File: config.mk
export PLATFORM = sky130hd
export DESIGN_NAME = nv_lsd_normalizer
export DESIGN_NICKNAME = d
export VERILOG_FILES = /design/src/rtl/nv_lsd_norm_pkg.sv /design/src/rtl/nv_lsd_norm_cnt.sv /design/src/rtl/nv_lsd_normalizer.sv
export SDC_FILE = /design/constraint.sdc
export NUM_CORES = 1
export LEC_CHECK = 0
export BUFFER_PORTS_ARGS = -buffer_cell sky130_fd_sc_hd__buf_2
export CAP_MARGIN = 30
export CORE_MARGIN = 2
export CORE_UTILIZATION = 30
export CTS_CLUSTER_DIAMETER = 30
export CTS_CLUSTER_SIZE = 28
export DETAILED_ROUTE_END_ITERATION = 10
export GPL_TIMING_DRIVEN = 0
export REMOVE_ABC_BUFFERS = 1
export SYNTH_ARGS = -nofsm -noshare
export SYNTH_HDL_FRONTEND = slang
export SYNTH_SLANG_ARGS = --single-unit
File: constraint.sdc
create_clock -name nvdla_core_clk -period 3.1 [get_ports nvdla_core_clk]
set_input_delay 0.62 -clock nvdla_core_clk [delete_from_list [all_inputs] [get_ports nvdla_core_clk]]
set_output_delay 0.62 -clock nvdla_core_clk [all_outputs]
set_load 0.02 [all_outputs]
File: src/rtl/nv_lsd_norm_pkg.sv
// Shared definitions for the leading-sign-digit normalizer: count-width
// derivation and the leading-sign count used by the shift-count block.
package nv_lsd_norm_pkg;

    // Widest input the leading-sign count supports (DATA_W must not exceed it).
    localparam int LSD_MAX_W = 128;

    // Smallest width able to hold the value data_w-1.
    function automatic int cnt_width(input int data_w);
        int w;
        w = 1;
        for (int i = 1; i < 31; i++) begin
            if ((1 << i) <= (data_w - 1)) begin
                w = i + 1;
            end
        end
        return w;
    endfunction

    // Number of consecutive bits directly below bit w-1 that equal bit w-1.
    // The result saturates naturally at w-1 (zero and all-ones).
    function automatic int lsd_count(input logic [LSD_MAX_W-1:0] v, input int w);
        int   cnt;
        logic run;
        logic msb;
        cnt = 0;
        run = 1'b1;
        msb = v[w-1];
        for (int i = LSD_MAX_W - 2; i >= 0; i--) begin
            if (i <= w - 2) begin
                if (run && (v[i] == msb)) begin
                    cnt++;
                end else begin
                    run = 1'b0;
                end
            end
        end
        return cnt;
    endfunction

endpackage

File: src/rtl/nv_lsd_norm_cnt.sv
// Combinational leading-sign count: how far a two's-complement value can be
// shifted left without changing its sign.
module nv_lsd_norm_cnt
    import nv_lsd_norm_pkg::*;
#(
    parameter int DATA_W = 32,
    parameter int CNT_W  = cnt_width(DATA_W)
) (
    input  logic [DATA_W-1:0] i_data,
    output logic [CNT_W-1:0]  o_shift
);

    logic [LSD_MAX_W-1:0] w_ext;

    assign w_ext   = {{(LSD_MAX_W - DATA_W){1'b0}}, i_data};
    assign o_shift = CNT_W'(lsd_count(w_ext, DATA_W));

endmodule

File: src/rtl/nv_lsd_normalizer.sv
// Two-stage leading-sign normalizer with valid/ready handshake on both ports.
// Stage 1 holds the input value and its shift count; stage 2 holds the
// normalized mantissa, the shift and the zero flag.
// Optional feature: define NV_LSD_NORM_PERF_EN to add perf_stall_cnt, a
// saturating count of cycles where the output is valid but not taken.
module nv_lsd_normalizer
    import nv_lsd_norm_pkg::*;
#(
    parameter int DATA_W = 32,
    parameter int MANT_W = 16,
    localparam int CNT_W = cnt_width(DATA_W)
) (
    input  logic              nvdla_core_clk,
    input  logic              nvdla_core_rstn,
    input  logic              in_pvld,
    output logic              in_prdy,
    input  logic [DATA_W-1:0] in_data,
    output logic              out_pvld,
    input  logic              out_prdy,
    output logic [MANT_W-1:0] out_mant,
    output logic [CNT_W-1:0]  out_shift,
    output logic              out_zero
`ifdef NV_LSD_NORM_PERF_EN
    ,
    output logic [31:0]       perf_stall_cnt
`endif
);

    // Saturating increment for 32-bit event counters.
    function automatic logic [31:0] sat_inc32(input logic [31:0] v);
        return (v == 32'hFFFF_FFFF) ? v : (v + 32'd1);
    endfunction

    logic                     w_s2_rdy;
    logic                     w_in_fire;
    logic [CNT_W-1:0]         w_shift;
    logic signed [DATA_W-1:0] w_norm;
    logic [MANT_W-1:0]        w_mant;
    logic                     w_zero;

    logic                     r_vld_p1;
    logic signed [DATA_W-1:0] r_data_p1;
    logic [CNT_W-1:0]         r_shift_p1;

    logic                     r_vld_p2;
    logic [MANT_W-1:0]        r_mant_p2;
    logic [CNT_W-1:0]         r_shift_p2;
    logic                     r_zero_p2;

    // Stage 2 can accept when it is empty or its item leaves this cycle; the
    // input is open when stage 1 is empty or can move forward, so a full
    // pipeline still accepts while the output is being popped.
    assign w_s2_rdy  = !r_vld_p2 || out_prdy;
    assign in_prdy   = !r_vld_p1 || w_s2_rdy;
    assign w_in_fire = in_pvld && in_prdy;

    nv_lsd_norm_cnt #(
        .DATA_W (DATA_W),
        .CNT_W  (CNT_W)
    ) u_cnt (
        .i_data  (in_data),
        .o_shift (w_shift)
    );

    // ---- stage 1 -> stage 2 boundary: normalize the held value
    assign w_norm = r_data_p1 << r_shift_p1;
    assign w_mant = MANT_W'(w_norm >>> (DATA_W - MANT_W));
    assign w_zero = (r_data_p1 == '0);

    // Stage 1: capture accepted input and its shift count.
    always_ff @(posedge nvdla_core_clk or negedge nvdla_core_rstn) begin
        if (!nvdla_core_rstn) begin
            r_vld_p1   <= 1'b0;
            r_data_p1  <= '0;
            r_shift_p1 <= '0;
        end else begin
            if (in_prdy) begin
                r_vld_p1 <= in_pvld;
            end
            if (w_in_fire) begin
                r_data_p1  <= $signed(in_data);
                r_shift_p1 <= w_shift;
            end
        end
    end

    // ---- stage 2: result register, held while the consumer stalls
    // Stage 2: register the normalized result when stage 1 moves forward.
    always_ff @(posedge nvdla_core_clk or negedge nvdla_core_rstn) begin
        if (!nvdla_core_rstn) begin
            r_vld_p2   <= 1'b0;
            r_mant_p2  <= '0;
            r_shift_p2 <= '0;
            r_zero_p2  <= 1'b0;
        end else if (w_s2_rdy) begin
            r_vld_p2 <= r_vld_p1;
            if (r_vld_p1) begin
                r_mant_p2  <= w_mant;
                r_shift_p2 <= r_shift_p1;
                r_zero_p2  <= w_zero;
            end
        end
    end

    assign out_pvld  = r_vld_p2;
    assign out_mant  = r_mant_p2;
    assign out_shift = r_shift_p2;
    assign out_zero  = r_zero_p2;

`ifdef NV_LSD_NORM_PERF_EN
    logic [31:0] r_stall_cnt;

    // Count output back-pressure cycles, saturating at all-ones.
    always_ff @(posedge nvdla_core_clk or negedge nvdla_core_rstn) begin
        if (!nvdla_core_rstn) begin
            r_stall_cnt <= '0;
        end else if (r_vld_p2 && !out_prdy) begin
            r_stall_cnt <= sat_inc32(r_stall_cnt);
        end
    end

    assign perf_stall_cnt = r_stall_cnt;
`endif

endmodule

==> impl_metrics.py, run 1 <==
metrics = {
    "sta": {
        "hold_viol_final": 0,
        "max-slew-margin-rel": 0.387,
        "setup_viol": 5,
        "rsz0062_at_grt": "yes",
        "finalSetupTns_ns": -34.45,
        "timing.hold.ws_ns": 0.334,
        "worst_setup_slack_after_layout_ns": -8.65,
        "worst_pin_slew_ns": 0.916,
        "final_critical_path_time_including_i_o_delays_and_setup_ns": 11.75,
        "final.setup_skew_ns": 0.00823,
        "final-max-slew-violation-count": 0,
        "layout_worst_path_cycle_share": 3.79,
        "max_freq_mhz": 85.1,
    },
    "synth": {
        "ys_types": 100,
        "yosys_register_bits": 61,
        "syn-instance-count": 1022,
        "portion_of_the_post_synthesis_area_used_by_sequential_elements": 0.188,
        "synth.yosys.warnings": 0,
        "post_synth.cell_area_avg_um2": 7.93,
        "synth_enable_flop_cells": 0,
        "asyncSetResetFlopFracSynth": 1.00,
        "postSynth.topFlopCell": "sky130_fd_sc_hd__dfrtp_1",
        "synth_top_cell_by_area": "sky130_fd_sc_hd__dfrtp_1",
        "synthesis.area_um2": 8110,
        "top_cell_type_s_share_of_synthesized_area": 0.188,
        "yosys.cell_count.top_type": "sky130_fd_sc_hd__nand2_1",
        "synthTopCellsByArea": "sky130_fd_sc_hd__dfrtp_1 19%, sky130_fd_sc_hd__mux2_2 6.7%, sky130_fd_sc_hd__mux2i_1 6.3%",
        "synth_top_cells_by_count": "134 x sky130_fd_sc_hd__nand2_1, 83 x sky130_fd_sc_hd__nor2_1, 77 x sky130_fd_sc_hd__o21ai_0",
    },
    "clocking": {
        "cts.reportedPaths.clkPinSlew_ns": 0.05,
        "holdBufCountCts": 0,
        "clock_tree.root_cell": "sky130_fd_sc_hd__clkbuf_16",
        "clock_insertion_delay_worst_skew_ns": 0.34,
        "clock_sink_count": 61,
        "tritoncts_clock_tree": "done",
        "cts-buffers-inserted": 9,
        "clock_tree.buffer_depth": 2,
        "ctsHtreeMaxLevel": 3,
    },
    "placement": {
        "dp_slack_ns": -10.56,
        "place_area_um2": 8640,
        "routability_congestion_estimate": 0.856,
        "numPortBuffers": 59,
        "total_instance_count_after_detailed_placement": 1368,
        "hpwlAfterDp_um": 16500,
    },
    "floorplanning": {
        "initial_utilization": 0.303,
        "die_footprint_um2": 28400,
        "dieHeight_um": 168,
        "rows": 60,
        "coreArea_um2": 26700,
        "boundaryPins": 60,
        "die_w_um": 168,
    },
    "critical_path": {
        "worst_path_fanout_max": 24,
        "critical_path_capture_point_type": "register",
        "required_arrival_time_at_the_worst_endpoint_ns": 3.28,
        "slowest_delay_ns": 0.38,
        "timing.critical_path.from_type": "input port",
        "crit_path_frequent_cell": "sky130_fd_sc_hd__ha_4",
        "reg2reg_setup_slack_ns": 0.30,
        "timing.critical_path.slowest_stage_cell": "sky130_fd_sc_hd__a221o_2",
        "path_class": "in2reg",
        "worst_ep_arrival_time_ns": 11.93,
    },
    "detailed_routing": {
        "drt-initial-drc-count": 362,
        "dr_total_vias": 7649,
        "routed_wirelength_um": 22200,
        "drc_errors": 0,
        "ant_nets": 0,
        "wl_per_cell_um": 15.5,
        "route.detailed.vias_per_inst": 5.34,
        "firstDrtPassIters": 5,
    },
    "global_routing": {
        "groute.layer.met2.usage": 0.276,
        "globalRoute.busiestLayer": "met2",
        "globalRouteMet3Util": 0.0148,
        "track_usage": 0.155,
        "grt_pass1_vias": 7406,
        "grt_antenna_before_repair": 0,
        "largest_net_degree_at_the_start_of_global_routing": 49,
        "grt_first_pass_wirelength_um": 36800,
        "globalRoute.totalOverflow": 0,
        "grt_util_met1": 0.195,
    },
    "cells_and_area": {
        "fin_area_um2": 9950,
        "flow.area_growth_from_synthesis_pct": 22.7,
        "antenna_cells_inserted": 0,
        "share_of_post_route_cells_with_drive_strength_above_1": 0.291,
        "finalNonFillerCells": 1433,
        "nets": 1151,
        "n_fill_cell": 2701,
    },
    "worst_hold_path": {
        "hold_class": "in2async",
    },
    "power": {
        "leakage_nw": 4.01,
        "combPwrFrac": 0.431,
        "pwr_density_cell_nw_per_um2": 354,
        "power_frac_clock": 0.265,
        "share_seq_of_total_power": 0.304,
        "switchingPower_w": 0.00130,
        "intPower_w": 0.00222,
        "swShare": 0.369,
        "worst_ir_drop_vdd_v": 0.000277,
    },
    "run_status": {
        "status": "finished, violations left",
        "violated_checks": "setup timing",
    },
    "flow_run": {
        "max_cap_viol_count": 0,
    },
}
==> metrics by stage <==
stage               power (W)  utilization
floorplan             0.00195            -
global placement      0.00232        0.320
detailed placement    0.00235        0.323
CTS                   0.00343        0.358
global route          0.00376        0.372
finish                0.00352        0.372
==> final cells by class <==
class / count / area (µm²) / share of cell area
Clock buffer: 15 / 278 / 0.0279
Sequential cell: 61 / 1530 / 0.154
Clock inverter: 1 / 5.00 / 0.000503
Timing Repair Buffer: 113 / 801 / 0.0805
Multi-Input combinational cell: 869 / 6780 / 0.682
Inverter: 33 / 129 / 0.0130
Tap cell: 341 / 427 / 0.0429
==> state kept, by name (all words and copies together) (netlist names) <==
signal and flops:
out_zero 1, r_vld_p1 1, out_shift 5, r_data_p1 32, out_mant 16, r_shift_p1 5, out_pvld 1
==> repair_timing <==
item,in CTS,in global routing
pin swaps,55,56
setup buffers,35,14
gates resized for setup,80,67
setup endpoints to repair,8,8
==> placed cells by master (no fill, tap or decap), types with 6 or more instances in the layout <==
cell type / instances
sky130_fd_sc_hd__clkbuf_16: 9
sky130_fd_sc_hd__nand2_4: 6
sky130_fd_sc_hd__and3_1: 10
sky130_fd_sc_hd__inv_1: 26
sky130_fd_sc_hd__xor2_1: 15
sky130_fd_sc_hd__ha_4: 12
sky130_fd_sc_hd__dfrtp_1: 59
sky130_fd_sc_hd__o21ai_0: 65
sky130_fd_sc_hd__and2_1: 16
sky130_fd_sc_hd__o22ai_1: 9
sky130_fd_sc_hd__a31oi_1: 8
sky130_fd_sc_hd__o22a_1: 8
sky130_fd_sc_hd__buf_4: 47
sky130_fd_sc_hd__mux4_2: 6
sky130_fd_sc_hd__buf_2: 56
sky130_fd_sc_hd__a21oi_1: 52
sky130_fd_sc_hd__o21a_1: 9
sky130_fd_sc_hd__mux2_2: 44
sky130_fd_sc_hd__nand4_1: 12
sky130_fd_sc_hd__nor3_1: 17
sky130_fd_sc_hd__or3_1: 12
sky130_fd_sc_hd__xnor2_1: 50
sky130_fd_sc_hd__nand2b_1: 10
sky130_fd_sc_hd__ha_1: 16
sky130_fd_sc_hd__nand2_1: 124
sky130_fd_sc_hd__o21ai_1: 11
sky130_fd_sc_hd__nor4_1: 10
sky130_fd_sc_hd__nor2_1: 76
sky130_fd_sc_hd__a211oi_1: 12
sky130_fd_sc_hd__or2_2: 8
sky130_fd_sc_hd__mux2i_1: 48
sky130_fd_sc_hd__nand3_1: 20
==> power by group through the flow <==
stage                     registers [W]  clock network (W)  logic, W
after floorplan                 0.00113                  0  0.000819
after global placement          0.00108                  0   0.00125
after detailed placement        0.00108                  0   0.00127
after CTS                       0.00107           0.000951   0.00141
after global routing            0.00110           0.000990   0.00167
final                           0.00107           0.000933   0.00152
==> metal layers <==
| metal | vias up | routed length, µm |
|---|---|---|
| li1 | 3840 | - |
| met1 | 3633 | 10100 |
| met2 | 133 | 11000 |
| met3 | 43 | 593 |
| met4 | 0 | 553 |
| met5 | - | 0 |
==> critical path: cells and delay by family <==
family          cells  cell delay, ns
compound gates     29            4.53
mux                 6            1.21
fa+ha+maj          13            3.36
buf+inv             7            0.62
xor+xnor            2            0.27
simple gates       13            1.27
==> cell families after synthesis <==
group / Yosys count / share of synthesized area
simple gates: 380 / 0.230
compound gates: 264 / 0.217
mux: 109 / 0.154
buf+inv: 92 / 0.0489
xor+xnor: 83 / 0.112
flops: 61 / 0.188
fa+ha+maj: 33 / 0.0494
==> final timing paths <==
check	from	depth (start not counted)	end
max in group asynchronous	nvdla_core_rstn	2	r_data_p1[18]
min in group nvdla_core_clk	out_mant[2]	2	out_mant[2]
min	nvdla_core_rstn	1	out_pvld
max	in_data[31]	70	r_shift_p1[4]
max reg2reg	r_shift_p1[2]	5	out_mant[15]
min reg2reg	out_mant[2]	2	out_mant[2]
Power figures use the tool's default switching activity.
==> run 2, diff against run 1 <==
--- a/config.mk
+++ b/config.mk
@@ -13,7 +13,6 @@
 export CTS_CLUSTER_SIZE = 28
 export DETAILED_ROUTE_END_ITERATION = 10
 export GPL_TIMING_DRIVEN = 0
-export REMOVE_ABC_BUFFERS = 1
 export SYNTH_ARGS = -nofsm -noshare
 export SYNTH_HDL_FRONTEND = slang
 export SYNTH_SLANG_ARGS = --single-unit
==> run 2 against run 1 <==
Net effect:
- the flow still finishes with violations (setup timing)
- sequential power about the same
- count of clock-buffer cells in the layout decreased by 4
- non-clock buffer count increased by 41
- sequential cell count unchanged
- register-to-register slack improved by 0.11 ns
- sequential share of layout area decreased by 0.081 points
- critical path type unchanged
- largest cell class unchanged
==> impl_metrics.py, run 2 (synthesis gave the netlist of run 1 again) <==
metrics = {
    "worst_hold_path": {
        "hold_class": "in2async",
    },
    "sta": {
        "setup_viol": 5,
        "layout_worst_path_cycle_share": 3.86,
        "rsz0062_at_grt": "yes",
        "final.setup_skew_ns": 0.00863,
        "hold_viol_final": 0,
        "max_freq_mhz": 83.6,
        "max-slew-margin-rel": 0.415,
        "worst_setup_slack_after_layout_ns": -8.86,
        "worst_pin_slew_ns": 0.871,
        "final_critical_path_time_including_i_o_delays_and_setup_ns": 11.96,
        "finalSetupTns_ns": -35.50,
        "final-max-slew-violation-count": 0,
    },
    "detailed_routing": {
        "firstDrtPassIters": 5,
        "route.detailed.vias_per_inst": 5.37,
        "drc_errors": 0,
        "drt-initial-drc-count": 448,
        "dr_total_vias": 7912,
        "routed_wirelength_um": 24000,
        "ant_nets": 0,
        "wl_per_cell_um": 16.3,
    },
    "clocking": {
        "clock_sink_count": 61,
        "ctsHtreeMaxLevel": 3,
        "cts-buffers-inserted": 9,
        "cts.reportedPaths.clkPinSlew_ns": 0.05,
        "clock_tree.buffer_depth": 2,
        "clock_tree.root_cell": "sky130_fd_sc_hd__clkbuf_16",
        "tritoncts_clock_tree": "done",
        "clock_insertion_delay_worst_skew_ns": 0.33,
    },
    "power": {
        "worst_ir_drop_vdd_v": 0.000292,
        "pwr_density_cell_nw_per_um2": 358,
        "leakage_nw": 4.04,
        "fin_total_pwr_w": 0.00357,
    },
    "synth": {
        "synth.net_count": 1086,
    },
    "critical_path": {
        "worst_ep_arrival_time_ns": 12.17,
        "timing.critical_path.slowest_stage_cell": "sky130_fd_sc_hd__ha_1",
        "worst_path_fanout_max": 4,
        "critical_path_capture_point_type": "register",
        "slowest_delay_ns": 0.40,
        "crit_path_frequent_cell": "sky130_fd_sc_hd__ha_1",
        "path_class": "in2reg",
        "timing.critical_path.from_type": "input port",
        "critPathBufInv": 11,
        "required_arrival_time_at_the_worst_endpoint_ns": 3.31,
        "critical_path.top_delay_family": "compound AO/OA/AOI/OAI gates",
    },
    "placement": {
        "numPortBuffers": 50,
        "dp_slack_ns": -10.07,
        "routability_congestion_estimate": 0.902,
        "hpwlAfterDp_um": 18800,
    },
    "cells_and_area": {
        "nets": 1192,
        "largest_register_ff_count": 32,
        "multi_input_area_um2": 6660,
        "antenna_cells_inserted": 0,
        "registers.top_by_ff_count": "r_data_p1",
        "layout_commonest_cell": "sky130_fd_sc_hd__nand2_1",
        "flow.area_growth_from_synthesis_pct": 23.2,
        "finalCoreUtilization": 0.374,
        "n_fill_cell": 2728,
        "share_of_post_route_cells_with_drive_strength_above_1": 0.268,
        "seqCellArea_um2": 1530,
        "layout_common_cells": "126 x sky130_fd_sc_hd__nand2_1, 77 x sky130_fd_sc_hd__nor2_1, 66 x sky130_fd_sc_hd__o21ai_0, 61 x sky130_fd_sc_hd__dfrtp_1, 54 x sky130_fd_sc_hd__buf_2",
    },
    "global_routing": {
        "grt_pass1_vias": 7594,
        "grt_first_pass_wirelength_um": 38800,
        "grt_antenna_before_repair": 0,
        "largest_net_degree_at_the_start_of_global_routing": 32,
        "globalRoute.totalOverflow": 0,
        "track_usage": 0.165,
    },
    "floorplanning": {
        "rows": 60,
        "coreArea_um2": 26700,
        "boundaryPins": 60,
        "dieHeight_um": 168,
        "die_footprint_um2": 28400,
        "initial_utilization": 0.303,
        "die_w_um": 168,
    },
    "flow_run": {
        "max_cap_viol_count": 0,
    },
    "run_status": {
        "violated_checks": "setup timing",
        "status": "finished, violations left",
    },
}
==> run 2: cell types whose count changed in the layout (fill, tap and decap cells not counted), sizes merged <==
cell      previous run  this run
clkinvlp             1         0
bufinv               0         1
clkbuf              15        42
buf                113       123
clkinv               2         5
==> run 2: worst paths after layout <==
check / from / to / slack [ns] / depth (start not counted)
worst max register to register: r_shift_p1[1] / out_mant[10] / 0.41 / 9
worst max-delay path: in_data[31] / r_shift_p1[2] / -8.86 / 75
worst min register to register: out_mant[12] / out_mant[12] / 0.47 / 2
min in group nvdla_core_clk: out_mant[12] / out_mant[12] / 0.47 / 2
max in group asynchronous: nvdla_core_rstn / r_data_p1[10] / 2.16 / 2
worst min-delay path: nvdla_core_rstn / out_mant[14] / 0.34 / 1
==> run 2: area by class of cell <==
type	count	share of cell area
sequential	61	0.153
timing repair buffer	96	0.0613
clock inverter	4	0.00489
inverter	33	0.0124
tap	341	0.0427
buffer	58	0.0345
clock buffer	11	0.0243
multi-input combinational	869	0.667
==> run 2: power breakdown <==
part	switching, W	internal [W]
sequential	0.000107	0.000929
clock	0.000338	0.000636
combinational	0.000881	0.000680
total	0.00133	0.00225
==> run 2: what timing repair did <==
action | CTS | global route
setup buffers | 33 | 12
pin swaps | 46 | 51
endpoints found under the hold margin | 0 | 0
endpoints found under the setup margin | 5 | 8
gates resized for setup | 39 | 48
hold buffers | 0 | 0
==> run 2: worst register-to-register path, cell delays in order (launching register included) <==
cell                       delay, ns
sky130_fd_sc_hd__dfrtp_1        0.37
sky130_fd_sc_hd__buf_1          0.49
sky130_fd_sc_hd__clkbuf_2       0.41
sky130_fd_sc_hd__mux2i_1        0.33
sky130_fd_sc_hd__nand2_1        0.10
sky130_fd_sc_hd__a31o_2         0.26
sky130_fd_sc_hd__o21ai_0        0.26
sky130_fd_sc_hd__nor2_1         0.07
sky130_fd_sc_hd__a31oi_1        0.16
sky130_fd_sc_hd__o21ai_0        0.10
==> run 2: per-stage QoR <==
step / std cells / area (µm²) / hold slack, ns
2_1_floorplan: 1022 / 8260 / 0.324
3_3_place_gp: 1413 / 8930 / 0.460
3_5_place_dp: 1414 / 8950 / 0.466
4_1_cts: 1461 / 9680 / 0.355
5_1_grt: 1473 / 9990 / 0.399
6_report: 1473 / 9990 / 0.339
==> run 2: routing by layer <==
| metal | vias up | global-route usage | routed length (µm) |
|---|---|---|---|
| met5 | - | 0 | 0 |
| met4 | 0 | 0.0364 | 321 |
| met3 | 25 | 0.0165 | 784 |
| met2 | 179 | 0.294 | 11800 |
| met1 | 3778 | 0.217 | 11100 |
| li1 | 3930 | - | - |
